$ cat src/rtl/alarm_pkg.sv
// Shared mode codes and display digit masks for the alarm clock mode controller.
package alarm_pkg;

  typedef enum logic [2:0] {
    MODE_N  = 3'd0,
    MODE_TH = 3'd1,
    MODE_TM = 3'd2,
    MODE_AH = 3'd3,
    MODE_AM = 3'd4
  } mode_t;

  // Digit order is [3:0] = TH1, TH2, TM1, TM2
  localparam logic [3:0] MASK_HOURS = 4'b1100;
  localparam logic [3:0] MASK_MINS  = 4'b0011;
  localparam logic [3:0] MASK_NONE  = 4'b0000;

  function automatic logic [3:0] digit_mask(input mode_t m);
    case (m)
      MODE_TH, MODE_AH: digit_mask = MASK_HOURS;
      MODE_TM, MODE_AM: digit_mask = MASK_MINS;
      default:          digit_mask = MASK_NONE;
    endcase
  endfunction

endpackage

$ cat src/rtl/alarm_mode_ctrl_if.sv
// Button/tick inputs and mode/adjust/alarm outputs of the alarm mode controller.
interface alarm_mode_ctrl_if;
  logic       up, down, left, right, center;
  logic       sec_tick;
  logic       time_match;
  logic [2:0] mode;
  logic       en_th, en_tm, en_ah, en_am;
  logic       updown;
  logic       time_run;
  logic       armed, ring;
  logic [3:0] blink_mask;

  modport master (
    output up, down, left, right, center, sec_tick, time_match,
    input  mode, en_th, en_tm, en_ah, en_am, updown, time_run, armed, ring, blink_mask
  );

  modport slave (
    input  up, down, left, right, center, sec_tick, time_match,
    output mode, en_th, en_tm, en_ah, en_am, updown, time_run, armed, ring, blink_mask
  );
endinterface

$ cat src/rtl/alarm_ring_timer.sv
// Ring duration counter and (with ALARM_SNOOZE_EN defined) the snooze countdown.
module alarm_ring_timer #(
  parameter int RING_TICKS   = 60,
  parameter int SNOOZE_TICKS = 120
) (
  input  logic clk,
  input  logic rst,
  input  logic sec_tick,
  input  logic ring,
  input  logic ring_start,
  input  logic snooze_start,
  input  logic cancel,
  output logic ring_expire,
  output logic snooze_expire
);

  logic [7:0] ring_cnt;

  // Counts ticks seen while ringing; parked at zero whenever the alarm is silent
  always_ff @(posedge clk or negedge rst) begin
    if (!rst)
      ring_cnt <= '0;
    else if (!ring)
      ring_cnt <= '0;
    else if (sec_tick)
      ring_cnt <= ring_cnt + 8'd1;
  end

  assign ring_expire = ring && sec_tick && (ring_cnt == 8'(RING_TICKS - 1));

`ifdef ALARM_SNOOZE_EN
  logic       snoozing;
  logic [9:0] snz_cnt;

  assign snooze_expire = snoozing && sec_tick && (snz_cnt == 10'(SNOOZE_TICKS - 1));

  always_ff @(posedge clk or negedge rst) begin
    if (!rst) begin
      snoozing <= 1'b0;
      snz_cnt  <= '0;
    end else if (cancel || ring_start) begin
      snoozing <= 1'b0;
      snz_cnt  <= '0;
    end else if (snooze_start) begin
      snoozing <= 1'b1;
      snz_cnt  <= '0;
    end else if (snoozing && sec_tick) begin
      snoozing <= !snooze_expire;
      snz_cnt  <= snooze_expire ? '0 : snz_cnt + 10'd1;
    end
  end
`else
  logic unused_snooze;
  assign unused_snooze = ^{snooze_start, cancel, ring_start, 10'(SNOOZE_TICKS)};
  assign snooze_expire = 1'b0;
`endif

endmodule

$ cat src/rtl/alarm_mode_ctrl.sv
// Alarm clock mode FSM, adjust pulses, arm/ring control and digit blinking.
// Optional snooze on center while ringing is built when ALARM_SNOOZE_EN is defined.
import alarm_pkg::*;

module alarm_mode_ctrl #(
  parameter int RING_TICKS   = 60,
  parameter int SNOOZE_TICKS = 120
) (
  input logic              clk,
  input logic              rst,
  alarm_mode_ctrl_if.slave bus
);

  mode_t state, state_nx;
  logic  armed, ring, ring_nx, tm_prev, phase;
  logic  en_th_p1, en_tm_p1, en_ah_p1, en_am_p1, updown_p1;
  logic  any_btn, act, lr_cmd, ud_cmd, adj, arm_set, arm_clear, trig;
  logic  ring_start, snooze_start, ring_expire, snooze_expire;

  // While ringing every button is swallowed; otherwise center > left/right > up/down
  assign any_btn = bus.up | bus.down | bus.left | bus.right | bus.center;
  assign act     = !ring;
  assign lr_cmd  = act && !bus.center && (bus.left ^ bus.right);
  assign ud_cmd  = act && !bus.center && !(bus.left ^ bus.right) && (bus.up ^ bus.down);
  assign adj     = ud_cmd && (state != MODE_N);

  assign arm_set   = ud_cmd && (state == MODE_N) && bus.up;
  assign arm_clear = ud_cmd && (state == MODE_N) && bus.down && armed;
  assign trig      = bus.time_match && !tm_prev && armed && (state == MODE_N) && !ring;

  always_ff @(posedge clk or negedge rst) begin
    if (!rst) state <= MODE_N;
    else      state <= state_nx;
  end

  always_comb begin
    state_nx = state;
    if (act && bus.center) begin
      state_nx = (state == MODE_N) ? MODE_TH : MODE_N;
    end else if (lr_cmd && bus.right) begin
      case (state)
        MODE_TH: state_nx = MODE_TM;
        MODE_TM: state_nx = MODE_AH;
        MODE_AH: state_nx = MODE_AM;
        MODE_AM: state_nx = MODE_TH;
        default: state_nx = state;
      endcase
    end else if (lr_cmd) begin
      case (state)
        MODE_TH: state_nx = MODE_AM;
        MODE_TM: state_nx = MODE_TH;
        MODE_AH: state_nx = MODE_TM;
        MODE_AM: state_nx = MODE_AH;
        default: state_nx = state;
      endcase
    end
  end

  // Stage p1: adjust pulse and direction, one cycle after the button
  always_ff @(posedge clk or negedge rst) begin
    if (!rst) begin
      en_th_p1  <= 1'b0;
      en_tm_p1  <= 1'b0;
      en_ah_p1  <= 1'b0;
      en_am_p1  <= 1'b0;
      updown_p1 <= 1'b0;
    end else begin
      en_th_p1 <= adj && (state == MODE_TH);
      en_tm_p1 <= adj && (state == MODE_TM);
      en_ah_p1 <= adj && (state == MODE_AH);
      en_am_p1 <= adj && (state == MODE_AM);
      if (adj) updown_p1 <= bus.up;
    end
  end

  always_comb begin
    ring_nx = ring;
    if (arm_clear)
      ring_nx = 1'b0;
    else if (ring && (any_btn || ring_expire))
      ring_nx = 1'b0;
    else if (!ring && (trig || (snooze_expire && armed)))
      ring_nx = 1'b1;
  end

  assign ring_start = !ring && ring_nx;
`ifdef ALARM_SNOOZE_EN
  assign snooze_start = ring && bus.center;
`else
  assign snooze_start = 1'b0;
`endif

  always_ff @(posedge clk or negedge rst) begin
    if (!rst) begin
      armed   <= 1'b0;
      ring    <= 1'b0;
      tm_prev <= 1'b0;
      phase   <= 1'b0;
    end else begin
      if (arm_set)        armed <= 1'b1;
      else if (arm_clear) armed <= 1'b0;
      ring    <= ring_nx;
      tm_prev <= bus.time_match;
      if (bus.sec_tick) phase <= !phase;
    end
  end

  alarm_ring_timer #(
    .RING_TICKS   (RING_TICKS),
    .SNOOZE_TICKS (SNOOZE_TICKS)
  ) u_timer (
    .clk           (clk),
    .rst           (rst),
    .sec_tick      (bus.sec_tick),
    .ring          (ring),
    .ring_start    (ring_start),
    .snooze_start  (snooze_start),
    .cancel        (arm_clear),
    .ring_expire   (ring_expire),
    .snooze_expire (snooze_expire)
  );

  assign bus.mode       = state;
  assign bus.en_th      = en_th_p1;
  assign bus.en_tm      = en_tm_p1;
  assign bus.en_ah      = en_ah_p1;
  assign bus.en_am      = en_am_p1;
  assign bus.updown     = updown_p1;
  assign bus.time_run   = (state == MODE_N) || (state == MODE_AH) || (state == MODE_AM);
  assign bus.armed      = armed;
  assign bus.ring       = ring;
  assign bus.blink_mask = phase ? digit_mask(state) : MASK_NONE;

endmodule

$ cat src/flat_wrapper.sv
// flat-port wrapper written by rule: the top's interface ports become plain ports
module alarm_mode_ctrl_flat 
#(
  parameter int RING_TICKS   = 60,
  parameter int SNOOZE_TICKS = 120
)
  (clk, rst, bus_up, bus_down, bus_left, bus_right, bus_center, bus_sec_tick, bus_time_match, bus_mode, bus_en_th, bus_en_tm, bus_en_ah, bus_en_am, bus_updown, bus_time_run, bus_armed, bus_ring, bus_blink_mask);
  alarm_mode_ctrl_if bus_i ();
  input logic clk;
  input logic rst;
  input wire logic [$bits(bus_i.up)-1:0] bus_up;
  input wire logic [$bits(bus_i.down)-1:0] bus_down;
  input wire logic [$bits(bus_i.left)-1:0] bus_left;
  input wire logic [$bits(bus_i.right)-1:0] bus_right;
  input wire logic [$bits(bus_i.center)-1:0] bus_center;
  input wire logic [$bits(bus_i.sec_tick)-1:0] bus_sec_tick;
  input wire logic [$bits(bus_i.time_match)-1:0] bus_time_match;
  output wire logic [$bits(bus_i.mode)-1:0] bus_mode;
  output wire logic [$bits(bus_i.en_th)-1:0] bus_en_th;
  output wire logic [$bits(bus_i.en_tm)-1:0] bus_en_tm;
  output wire logic [$bits(bus_i.en_ah)-1:0] bus_en_ah;
  output wire logic [$bits(bus_i.en_am)-1:0] bus_en_am;
  output wire logic [$bits(bus_i.updown)-1:0] bus_updown;
  output wire logic [$bits(bus_i.time_run)-1:0] bus_time_run;
  output wire logic [$bits(bus_i.armed)-1:0] bus_armed;
  output wire logic [$bits(bus_i.ring)-1:0] bus_ring;
  output wire logic [$bits(bus_i.blink_mask)-1:0] bus_blink_mask;
  assign bus_i.up = bus_up;
  assign bus_i.down = bus_down;
  assign bus_i.left = bus_left;
  assign bus_i.right = bus_right;
  assign bus_i.center = bus_center;
  assign bus_i.sec_tick = bus_sec_tick;
  assign bus_i.time_match = bus_time_match;
  assign bus_mode = bus_i.mode;
  assign bus_en_th = bus_i.en_th;
  assign bus_en_tm = bus_i.en_tm;
  assign bus_en_ah = bus_i.en_ah;
  assign bus_en_am = bus_i.en_am;
  assign bus_updown = bus_i.updown;
  assign bus_time_run = bus_i.time_run;
  assign bus_armed = bus_i.armed;
  assign bus_ring = bus_i.ring;
  assign bus_blink_mask = bus_i.blink_mask;
  alarm_mode_ctrl #(.RING_TICKS(RING_TICKS), .SNOOZE_TICKS(SNOOZE_TICKS)) u_core (.clk(clk), .rst(rst), .bus(bus_i));
endmodule
$ cat config.mk
export PLATFORM = sky130hd
export DESIGN_NAME = alarm_mode_ctrl_flat
export DESIGN_NICKNAME = d
export VERILOG_FILES = /design/src/rtl/alarm_pkg.sv /design/src/rtl/alarm_mode_ctrl_if.sv /design/src/rtl/alarm_ring_timer.sv /design/src/rtl/alarm_mode_ctrl.sv /design/src/flat_wrapper.sv
export SDC_FILE = /design/constraint.sdc
export NUM_CORES = 1
export LEC_CHECK = 0
export ABC_AREA = 1
export BUFFER_PORTS_ARGS = -buffer_cell sky130_fd_sc_hd__buf_2
export CORE_ASPECT_RATIO = 0.9
export CORE_MARGIN = 1.5
export CORE_UTILIZATION = 50
export DETAILED_ROUTE_END_ITERATION = 7
export MAX_ROUTING_LAYER = met4
export PLACE_DENSITY = 0.78
export SLEW_MARGIN = 10
export SYNTH_ARGS = -nofsm -noshare
export SYNTH_HDL_FRONTEND = slang
export SYNTH_HIERARCHICAL = 1
export SYNTH_SLANG_ARGS = --single-unit
$ cat constraint.sdc
create_clock -name clk -period 2 [get_ports clk]
set_input_delay 0.2 -clock clk [delete_from_list [all_inputs] [get_ports clk]]
set_output_delay 0.2 -clock clk [all_outputs]
set_load 0.1 [all_outputs]
== Word-level counts from Yosys, hierarchy flattened ==
Index checks and enable logic that the tools add are counted.
W data, S select, Z words.

* Add/subtract/negate cells: 1
* Multiply operators: 0
* Divide/modulo/power cells: 0
* $lt $le $gt $ge: 0
* Equal/unequal tests: 8
* Shift operators: 0
* Mux-type cells: 15
* Bitwise operators: 6
* Reductions and logical operators: 39

{| class="wikitable"
|+ Operator list
! operator !! number
|-
| $pmux W3 S4 || 2
|-
| $logic_and A1 B1 Y1 || 23
|-
| $mux W8 || 2
|-
| $mux W3 || 3
|-
| $reduce_bool A3 Y1 || 3
|-
| $add A8 B1 Y8 const B || 1
|-
| $eq A8 B6 Y1 const B || 1
|-
| $pmux W4 S2 || 1
|-
| $eq A3 B2 Y1 const B || 2
|-
| $mux W1 || 6
|-
| $ne A6 B5 Y1 const B || 1
|-
| $ne A6 B6 Y1 const B || 1
|-
| $logic_not A1 Y1 || 5
|-
| $mux W4 || 1
|-
| $or A1 B1 Y1 || 4
|-
| $reduce_or A2 Y1 || 2
|-
| $eq A3 B1 Y1 const B || 1
|-
| $eq A3 B3 Y1 const B || 1
|-
| $logic_not A3 Y1 || 1
|-
| $logic_or A1 B1 Y1 || 3
|-
| $reduce_and A3 Y1 || 1
|-
| $ne A2 B2 Y1 const B || 1
|-
| $reduce_bool A2 Y1 || 1
|-
| $xor A1 B1 Y1 || 2
|}

* Register bits after elaboration: 20
* Bits in latches: 0
* Memory bits (writable): 0
* ROM bits: 0
* Input port bits: 9
* Output and inout port bits: 15
* Memories: 0

== Longest topological paths before layout ==
Gate-level depths: netlist (run 1).

* Depth in word-level cells: 9
* Depth in mapped cells: 8

== Hierarchy ==
The synthesis (run 1) kept the hierarchy.

{| class="wikitable"
|+ By module, submodules not included
! module !! instances !! cells an instance !! area each (µm²) !! sequential area each (µm²)
|-
| alarm_mode_ctrl || 1 || 96 || 715.7 || 300.3
|-
| alarm_ring_timer || 1 || 58 || 478.0 || 200.2
|}

== Worst setup path after synthesis (run 1) ==
Ideal clock, no wire load.

* Path type: register -> output
* Start point: register u_core.state[1], in the netlist u_core/bus.mode[1]
* End point: output bus_blink_mask[1]
* Arrival: 3.412 ns
* Data required time: 1.800 ns
* Slack: -1.612 ns
* Stages on the path, launching flop included: 6
* Path buffers: 1
* Path through: dfrtp_1 inv_1 nor2_2 nand2_1 a21oi_1 buf_4

* Word-level cells in the longest chain between the ends: 4
* Elaborated cells between the ends (all ways): 8
* Classes of those cells: 4 x eq/ne; 2 x mux; 2 x reduce/logical

{| class="wikitable"
|+ RTL lines
! element !! RTL line !! RTL
|-
| start: declaration || alarm_mode_ctrl.sv:14 || <nowiki>mode_t state, state_nx;</nowiki>
|-
| start signal: assignment || alarm_mode_ctrl.sv:33 || <nowiki>else state <= state_nx;</nowiki>
|-
| $eq A3 B3 Y1 (tied with other cells) || alarm_pkg.sv:18 || <nowiki>case (m)</nowiki>
|-
| $reduce_or A2 Y1 || alarm_pkg.sv:18 ||
|-
| $pmux W4 S2 (*) || alarm_pkg.sv:18 ||
|-
| $mux W4 (*) || alarm_mode_ctrl.sv:132 || <nowiki>assign bus.blink_mask = phase ? digit_mask(state) : MASK_NONE;</nowiki>
|-
| end: declaration || flat_wrapper.sv:27 || <nowiki>output wire logic [$bits(bus_i.blink_mask)-1:0] bus_blink_mask;</nowiki>
|}

Every way passes the cells marked *; elsewhere a longest branch is shown, timed or not.

== Worst setup path after layout (run 1) ==
* Start point: register u_core.state[0], in the netlist u_core/bus.mode[0]
* End point: output bus_blink_mask[1]

The elaborated chain is that of the path after synthesis.

==> results of run 1 <==
-- repair_timing --
action                                 CTS  global route
setup buffers                            0             0
hold buffers                             1             1
endpoints found under the hold margin   20             1
-- layer usage --
metal / global-route usage (%) / vias to the layer above / wire (µm)
met5: - / - / 0
met4: 13.8 / 0 / 72
met3: 2.76 / 6 / 115
met2: 35.7 / 41 / 1230
met1: 31.3 / 498 / 1200
li1: - / 520 / -
-- state kept, by name (all words and copies together) (netlist names) --
register and count:
u_core/phase 1, u_core/bus.en_am 1, u_core/bus.en_tm 1, u_core/u_timer/ring_cnt 8, u_core/tm_prev 1, u_core/bus.updown 1
u_core/bus.en_ah 1, u_core/bus.armed 1, u_core/bus.ring 1, u_core/bus.mode 3, u_core/bus.en_th 1
-- report_power, final --
group	internal [W]	total [W]	switching, W	leakage (nW)
combinational	0.000231	0.00122	0.000986	0.435
clock	0.000111	0.000241	0.000130	0.0210
sequential	0.000484	0.000609	0.000125	0.263
-- cells in the final DEF, fill, tap and decap left out, drive strengths merged --
cell         instances
conb                 1
clkbuf               4
nor2                20
nand3               12
nand4                5
nor3b                1
inv                 22
o21ai                7
buf                 23
xor2                 1
ha                   3
dlygate4sd3          2
nor3                 2
a21oi                4
a31oi                1
nand2               48
dfrtp               20
-- worst register-to-register path, cell delays in order (launching register included) --
cell and delay [ns]:
dfrtp_1 0.56, nor2_2 0.21, nand2_1 0.11, nor2_4 0.16, nand2_2 0.13, nand2_1 0.08, o21ai_1 0.06
-- how the worst max path moves through the flow --
stage | from | to | slack [ns] | depth (start not counted)
after detailed placement | u_core/bus.mode[0]$_DFFE_PN0P_ | bus_blink_mask[0] | 0.46 | 4
final | u_core/bus.mode[0]$_DFFE_PN0P_ | bus_blink_mask[1] | 0.11 | 4
after CTS | u_core/bus.mode[0]$_DFFE_PN0P_ | bus_blink_mask[0] | 0.1 | 4
after floorplan | u_core/bus.mode[0]$_DFFE_PN0P_ | bus_blink_mask[1] | -0.01 | 4
after global placement | u_core/bus.mode[0]$_DFFE_PN0P_ | bus_blink_mask[1] | 0.49 | 4
after global routing | u_core/bus.mode[0]$_DFFE_PN0P_ | bus_blink_mask[1] | 0.03 | 4
-- per-stage QoR --
stage	setup WS [ns]	utilization (%)	cell area [µm²]
floorplan	-0.0147	-	1250
global placement	0.489	61.5	1350
detailed placement	0.460	61.5	1350
CTS	0.0974	63.6	1400
global route	0.0346	64.0	1410
finish	0.115	64.0	1410
-- cell type report --
type | count | area, µm² | share of cell area, %
Sequential cell | 20 | 509 | 36.1
Inverter | 22 | 85.1 | 6.03
Timing Repair Buffer | 25 | 135 | 9.58
Multi-Input combinational cell | 105 | 611 | 43.3
Tap cell | 27 | 33.8 | 2.40
Clock buffer | 4 | 36.3 | 2.57
==> impl_metrics.json, run 1 <==
{
  "outcome": "complete, no violations",
  "drcViolationCount": 0,
  "crit_chain": "nor2_4, nand2_4, a21oi_4, buf_2",
  "path_delay_family": "flip-flops",
  "synthesis.area_um2": 1180,
  "grt_max_degree": 21,
  "crit_required_ns": 1.80,
  "cts_tree": "done",
  "rsz0062_at_grt": "no",
  "slew_viol_final": 0,
  "cpPeakStageDelay_ns": 0.53,
  "vias": 1065,
  "crit_type": "reg2out",
  "vias_per_cell": 5.25,
  "cts_max_path_buffers": 2,
  "fin_crit_ns": 1.89,
  "cts_sinks": 20,
  "fin_setup_tns_ns": 0,
  "worstPathArrival_ns": 1.69,
  "cp_max_fo": 6,
  "synth_nets": 163,
  "r2r_cells": 6,
  "syn_area_per_cell_um2": 7.83,
  "grt_use_total_pct": 24.1,
  "h-tree-depth": 1,
  "synth_cells": 151,
  "crit_slowest_cell": "dfrtp_4",
  "worstReg2RegStart": "u_core/bus.ring$_DFF_PN0_",
  "area_growth_pct": 19.3,
  "power.density_nw_per_um2": 1470,
  "routedWlPerCell_um": 12.9,
  "clock_skew_ns": 0.000769,
  "antenna_found_initial": 0,
  "grt_pass1_vias": 1048,
  "io_buffers": 23,
  "final_nets": 189,
  "hold_start": "bus_up",
  "min_period_over_period_pct": 94.3,
  "rows": 16,
  "hold-path-endpoint": "u_core/bus.armed$_DFFE_PN0P_",
  "end_kind": "primary output",
  "ys_warn_count": 6,
  "dpl.hpwl_um": 2020,
  "r2r-end": "u_core/bus.updown$_DFFE_PN0P_",
  "antenna_left": 0,
  "path_clk_slew_ns": 0.12,
  "grt_pass1_wl_um": 4570,
  "layout-drive-gt1-share_pct": 31.3,
  "hold_violations": 0,
  "fin_cells": 203,
  "gr-total-overflow": 0,
  "max_freq_ghz": 0.530,
  "finalSetupViolations": 0,
  "hold_class": "in2reg",
  "die-area_um2": 2670,
  "start_util_pct": 53.7,
  "finalPower_w": 0.00207,
  "ir_worst_vdd_v": 0.00125,
  "cap_viol_max_count": 0,
  "dr.pass1.iters": 4,
  "path_buf_inv": 1,
  "post_cts_resized": 0,
  "placedCellCount": 197,
  "totalWireLength_um": 2620,
  "p_leak_nw": 0.718,
  "holdWs_ns": 0.132,
  "die_h_um": 49.1,
  "drtIter0Drc": 29,
  "reg2reg_setup_slack_ns": 0.60,
  "clockRootBuffer": "clkbuf_4",
  "n_antenna_cell": 0,
  "gp_congestion": 0.950,
  "cts_buffers": 3,
  "min_path_cells": 3,
  "startpoint_type": "flip-flop",
  "core_area_um2": 2200,
  "io_pins": 24,
  "die_x_um": 54.3,
  "fill_cells": 206,
  "insertion_delay_ns": 0.30
}
(Power assumes the default switching activity.)
==> inputs of run 2 (changes only) <==
==> constraint.sdc (replaced) <==
create_clock -name clk -period 2 [get_ports clk]
set_input_delay 0.3 -clock clk [delete_from_list [all_inputs] [get_ports clk]]
set_output_delay 0.3 -clock clk [all_outputs]
set_load 0.1 [all_outputs]
==> run 2 against run 1 <==
  * Register-to-register slack got worse by 0.06 ns
  * Via count decreased by 1.4%
  * Wire length decreased by 1.8%
  * Worst hold slack got worse by 0.011 ns
  * Clock skew increased by 0.00055 ns
  * Largest cell class unchanged
  * Highest routed layer unchanged
==> impl_metrics.json, run 2 (same netlist as run 1, synthesis figures left out) <==
{
  "outcome": "complete, no violations",
  "worstPathArrival_ns": 1.62,
  "final_cell_mix": "nand2_1, buf_2, inv_1, dfrtp_1",
  "cts_max_path_buffers": 2,
  "antenna_left": 0,
  "slew_viol_final": 0,
  "insertion_delay_ns": 0.29,
  "finalSetupViolations": 0,
  "hold_class": "in2reg",
  "cts_sinks": 20,
  "top_register": "u_core/u_timer/ring_cnt",
  "ir_worst_vdd_v": 0.00124,
  "end_kind": "primary output",
  "crit_type": "reg2out",
  "grt_pass1_wl_um": 4390,
  "switching_share_pct": 60.6,
  "fin_crit_ns": 1.92,
  "gr-total-overflow": 0,
  "m1WireLength_um": 1090,
  "area_growth_pct": 18.2,
  "totalWireLength_um": 2570,
  "fin_cells": 202,
  "grt_pass1_vias": 1065,
  "setup.worst_path.start": "u_core/bus.mode[2]$_DFFE_PN0P_",
  "clock_skew_ns": 0.00132,
  "rows": 16,
  "dpl.hpwl_um": 2070,
  "startpoint_type": "flip-flop",
  "hold_start": "bus_time_match",
  "worstReg2RegStart": "u_core/bus.ring$_DFF_PN0_",
  "p_leak_nw": 0.707,
  "crit_required_ns": 1.70,
  "p_clk_share_pct": 9.5,
  "max_freq_ghz": 0.522,
  "dr.pass1.iters": 4,
  "die_h_um": 49.1,
  "largest_reg_flops": 8,
  "h-tree-depth": 1,
  "drcViolationCount": 0,
  "gp_congestion": 0.904,
  "final_nets": 188,
  "finalPower_w": 0.00203,
  "power.density_nw_per_um2": 1450,
  "intPower_w": 0.000801,
  "n_antenna_cell": 0,
  "vias": 1050,
  "antenna_found_initial": 0,
  "hold_violations": 0,
  "cts_tree": "done",
  "rsz0062_at_grt": "no",
  "dr.max_layer_used": "met4",
  "cts_buffers": 3,
  "min_period_over_period_pct": 95.8,
  "start_util_pct": 53.7,
  "routedWlPerCell_um": 12.7,
  "clockRootBuffer": "clkbuf_4",
  "comb_power_share_pct": 60.5,
  "placedCellCount": 197,
  "seqPwrFrac_pct": 30.0,
  "fill_cells": 213,
  "io_buffers": 23,
  "mostFrequentLayoutCell": "nand2_1",
  "path_clk_slew_ns": 0.10,
  "die_x_um": 54.3,
  "cts_setup_buffers": 0,
  "grt_max_degree": 21,
  "cap_viol_max_count": 0,
  "wl_met2_um": 1320,
  "vias_per_cell": 5.20,
  "wl_met3_um": 132,
  "io_pins": 24,
  "cp_max_fo": 6,
  "die-area_um2": 2670,
  "p_switching_w": 0.00123,
  "grt_use_total_pct": 23.1,
  "drtIter0Drc": 26,
  "layout-drive-gt1-share_pct": 30.9,
  "core_area_um2": 2200
}
-- run 2: changes by cell type in the layout (fill, tap and decap cells not counted), sizes merged --
cell / delta
buf: -2
clkbuf: +2
dlygate4sd3: -1
-- run 2: final timing paths --
kind                                                           to  slack, ns  depth (start not counted)
max                                             bus_blink_mask[2]       0.08                          4
min                                      u_core/tm_prev$_DFF_PN0_       0.12                          1
max reg2reg                             u_core/bus.ring$_DFF_PN0_       0.54                          5
min reg2reg                              u_core/phase$_DFFE_PN0P_       0.48                          1
max in group asynchronous          u_core/bus.mode[1]$_DFFE_PN0P_       1.20                          2
min in group asynchronous  u_core/u_timer/ring_cnt[5]$_DFFE_PN0P_       0.46                          2
-- run 2: final cells by class --
type,count,area (µm²),area share (%)
inverter,22,85.1,6.09
sequential,20,512,36.6
tap,27,33.8,2.42
timing repair buffer,24,130,9.31
clock buffer,4,26.3,1.88
multi-input combinational,105,611,43.7
-- run 2: worst max-delay path, cell delays in order (launching register included) --
cell	delay, ns
dfrtp_4	0.54
inv_2	0.11
nand2_1	0.11
nor2_4	0.12
buf_2	0.43
-- run 2: repair_timing --
item / 4_1_cts / 5_1_grt
setup endpoints to repair: 0 / 2
resized for setup: 0 / 2
hold endpoints to repair: 20 / 0
hold buffers: 1 / 0
-- run 2: metrics by stage --
| step | util, % | setup slack, ns | TNS (ns) | hold slack [ns] | area, µm² |
|---|---|---|---|---|---|
| global placement | 61.6 | 0.393 | 0 | 0.273 | 1360 |
| finish | 63.5 | 0.0843 | 0 | 0.121 | 1400 |
| detailed placement | 61.6 | 0.365 | 0 | 0.268 | 1360 |
| floorplan | - | -0.102 | -0.102 | 0.00441 | 1260 |
| CTS | 63.2 | 0.0185 | 0 | 0.114 | 1390 |
| global route | 63.5 | 0.00494 | 0 | 0.0991 | 1400 |
-- run 2: metal layers --
metal | global-route usage (%) | vias up
li1 | - | 516
met1 | 27.9 | 491
met2 | 37.1 | 39
met3 | 5.52 | 4
met4 | 7.92 | 0
met5 | - | -
-- run 2: power by group through the flow --
stage	sequential, W	clock (W)	combinational [W]
floorplan	0.000949	0	0.000735
detailed placement	0.000617	0	0.00121
finish	0.000610	0.000193	0.00123
global route	0.000623	0.000223	0.00128
global placement	0.000611	0	0.00118
CTS	0.000608	0.000203	0.00122
==> inputs of run 3 (changes only) <==
==> constraint.sdc (replaced) <==
create_clock -name clk -period 2.3 [get_ports clk]
set_input_delay 0.345 -clock clk [delete_from_list [all_inputs] [get_ports clk]]
set_output_delay 0.345 -clock clk [all_outputs]
set_load 0.1 [all_outputs]
==> run 3 against run 2 <==
  * Worst setup slack improved by 0.0080 ns
  * Clock power is 5% higher
  * Die area unchanged
  * Total power down 14%
  * Sequential cell count stayed put
  * Sequential power is 16% lower
  * Cell count is the same
  * Clock skew up 0.0032 ns
==> impl_metrics.json, run 3 (same netlist as run 1, synthesis figures left out) <==
{
  "outcome": "complete, no violations",
  "mostFrequentLayoutCell": "nand2_1",
  "final_area_um2": 1380,
  "layout-drive-gt1-share_pct": 29.7,
  "vias_per_cell": 5.05,
  "p_leak_nw": 0.708,
  "antenna_found_initial": 0,
  "finalSetupViolations": 0,
  "max_freq_ghz": 0.453,
  "die_h_um": 49.1,
  "p_clk_share_pct": 11.7,
  "crit_type": "reg2out",
  "clockRootBuffer": "clkbuf_4",
  "crit_chain": "nor2_2, nand2_1, a21oi_4, buf_2",
  "multi_input_comb_area_um2": 591,
  "clock_skew_ns": 0.00455,
  "grt_pass1_wl_um": 3900,
  "io_pins": 24,
  "io_buffers": 23,
  "grt_max_degree": 21,
  "antenna_left": 0,
  "worstPathArrival_ns": 1.86,
  "fin_setup_tns_ns": 0,
  "gr-total-overflow": 0,
  "core_area_um2": 2200,
  "crit_required_ns": 1.96,
  "fin_cells": 202,
  "cts_setup_buffers": 0,
  "slew_viol_final": 0,
  "cts_max_path_buffers": 2,
  "dr.pass1.iters": 4,
  "setup_ws_ns": 0.0924,
  "routedWlPerCell_um": 11.7,
  "crit_slowest_cell": "dfrtp_4",
  "comb_power_share_pct": 58.9,
  "largest_reg_flops": 8,
  "totalWireLength_um": 2370,
  "n_antenna_cell": 0,
  "gp_congestion": 0.858,
  "startpoint_type": "flip-flop",
  "p_switching_w": 0.00104,
  "start_util_pct": 53.7,
  "cts_buffers": 3,
  "insertion_delay_ns": 0.30,
  "ff_latch_area_um2": 507,
  "path_clk_slew_ns": 0.11,
  "grt_pass1_vias": 940,
  "cpPeakStageDelay_ns": 0.52,
  "switching_share_pct": 59.7,
  "drtIter0Drc": 23,
  "fin_crit_ns": 2.21,
  "vias": 1021,
  "pre_cts_slack_ns": 0.439,
  "end_kind": "primary output",
  "hold_violations": 0,
  "drcViolationCount": 0,
  "cts_tree": "done",
  "final_nets": 188,
  "cp_max_fo": 5,
  "cap_viol_max_count": 0,
  "ir_worst_vdd_v": 0.00113,
  "place_area_um2": 1330,
  "reg2reg_setup_slack_ns": 0.89,
  "cts_sinks": 20,
  "area_growth_pct": 16.3,
  "grt_use_total_pct": 20.3,
  "final_cell_mix": "nand2_1, buf_2, inv_1, dfrtp_1",
  "fill_cells": 206,
  "rsz0062_at_grt": "no",
  "placedCellCount": 197,
  "seqPwrFrac_pct": 29.4,
  "h-tree-depth": 1,
  "die_x_um": 54.3,
  "hold_class": "in2reg",
  "dpl.hpwl_um": 1870,
  "min_period_over_period_pct": 96.0,
  "die-area_um2": 2670,
  "rows": 16,
  "top_register": "u_core/u_timer/ring_cnt",
  "power.density_nw_per_um2": 1260,
  "intPower_w": 0.000700
}
run 3: final timing paths:
path | startpoint | endpoint | depth (start not counted)
worst min-delay path | bus_time_match | u_core/tm_prev$_DFF_PN0_ | 1
worst min register to register | u_core/phase$_DFFE_PN0P_ | u_core/phase$_DFFE_PN0P_ | 1
worst max-delay path | u_core/bus.mode[1]$_DFFE_PN0P_ | bus_blink_mask[1] | 4
min in group asynchronous | rst | u_core/bus.en_am$_DFF_PN0_ | 2
max in group asynchronous | rst | u_core/bus.mode[1]$_DFFE_PN0P_ | 2
worst max register to register | u_core/bus.mode[1]$_DFFE_PN0P_ | u_core/bus.mode[2]$_DFFE_PN0P_ | 6
run 3: cell type report:
| class | count | area share, % |
|---|---|---|
| clock buffers | 4 | 2.64 |
| inverters | 22 | 6.01 |
| multi-input cells | 105 | 42.9 |
| flip-flops and latches | 20 | 36.9 |
| well taps | 27 | 2.46 |
| repair buffers | 24 | 9.10 |
run 3: metal layers:
layer	global-route usage (%)	vias up	share of wire, %
met2	31.1	25	47
met5	-	-	0
met1	26.5	473	48
met3	5.52	2	4.6
met4	5.00	0	0.80
li1	-	521	-
run 3: worst max-delay path: cells and delay by family, from the launching register on:
kind / cells / cell delay (ns)
AO/OA/AOI/OAI: 1 / 0.18
buffers and inverters: 1 / 0.44
flip-flops: 1 / 0.52
AND/OR/NAND/NOR: 2 / 0.43
run 3: per-stage QoR:
| stage | hold slack [ns] | total power, W | utilization [%] |
|---|---|---|---|
| 6_report | 0.166 | 0.00174 | 62.4 |
| 5_1_grt | 0.145 | 0.00183 | 62.4 |
| 4_1_cts | 0.152 | 0.00175 | 62.4 |
| 3_5_place_dp | 0.319 | 0.00154 | 60.3 |
| 3_3_place_gp | 0.314 | 0.00152 | 60.3 |
| 2_1_floorplan | 0.0494 | 0.00140 | - |
run 3: power groups by stage:
stage | registers (W) | clock network [W] | logic, W
after floorplan | 0.000806 | 0 | 0.000595
after global placement | 0.000513 | 0 | 0.00101
after detailed placement | 0.000517 | 0 | 0.00102
after CTS | 0.000510 | 0.000212 | 0.00103
after global routing | 0.000524 | 0.000229 | 0.00108
final | 0.000510 | 0.000203 | 0.00102
run 3: repair_timing:
item / in CTS / in global routing
gates resized for setup: 0 / 0
setup endpoints to repair: 0 / 0
hold endpoints to repair: 20 / 0
hold buffers: 1 / 0
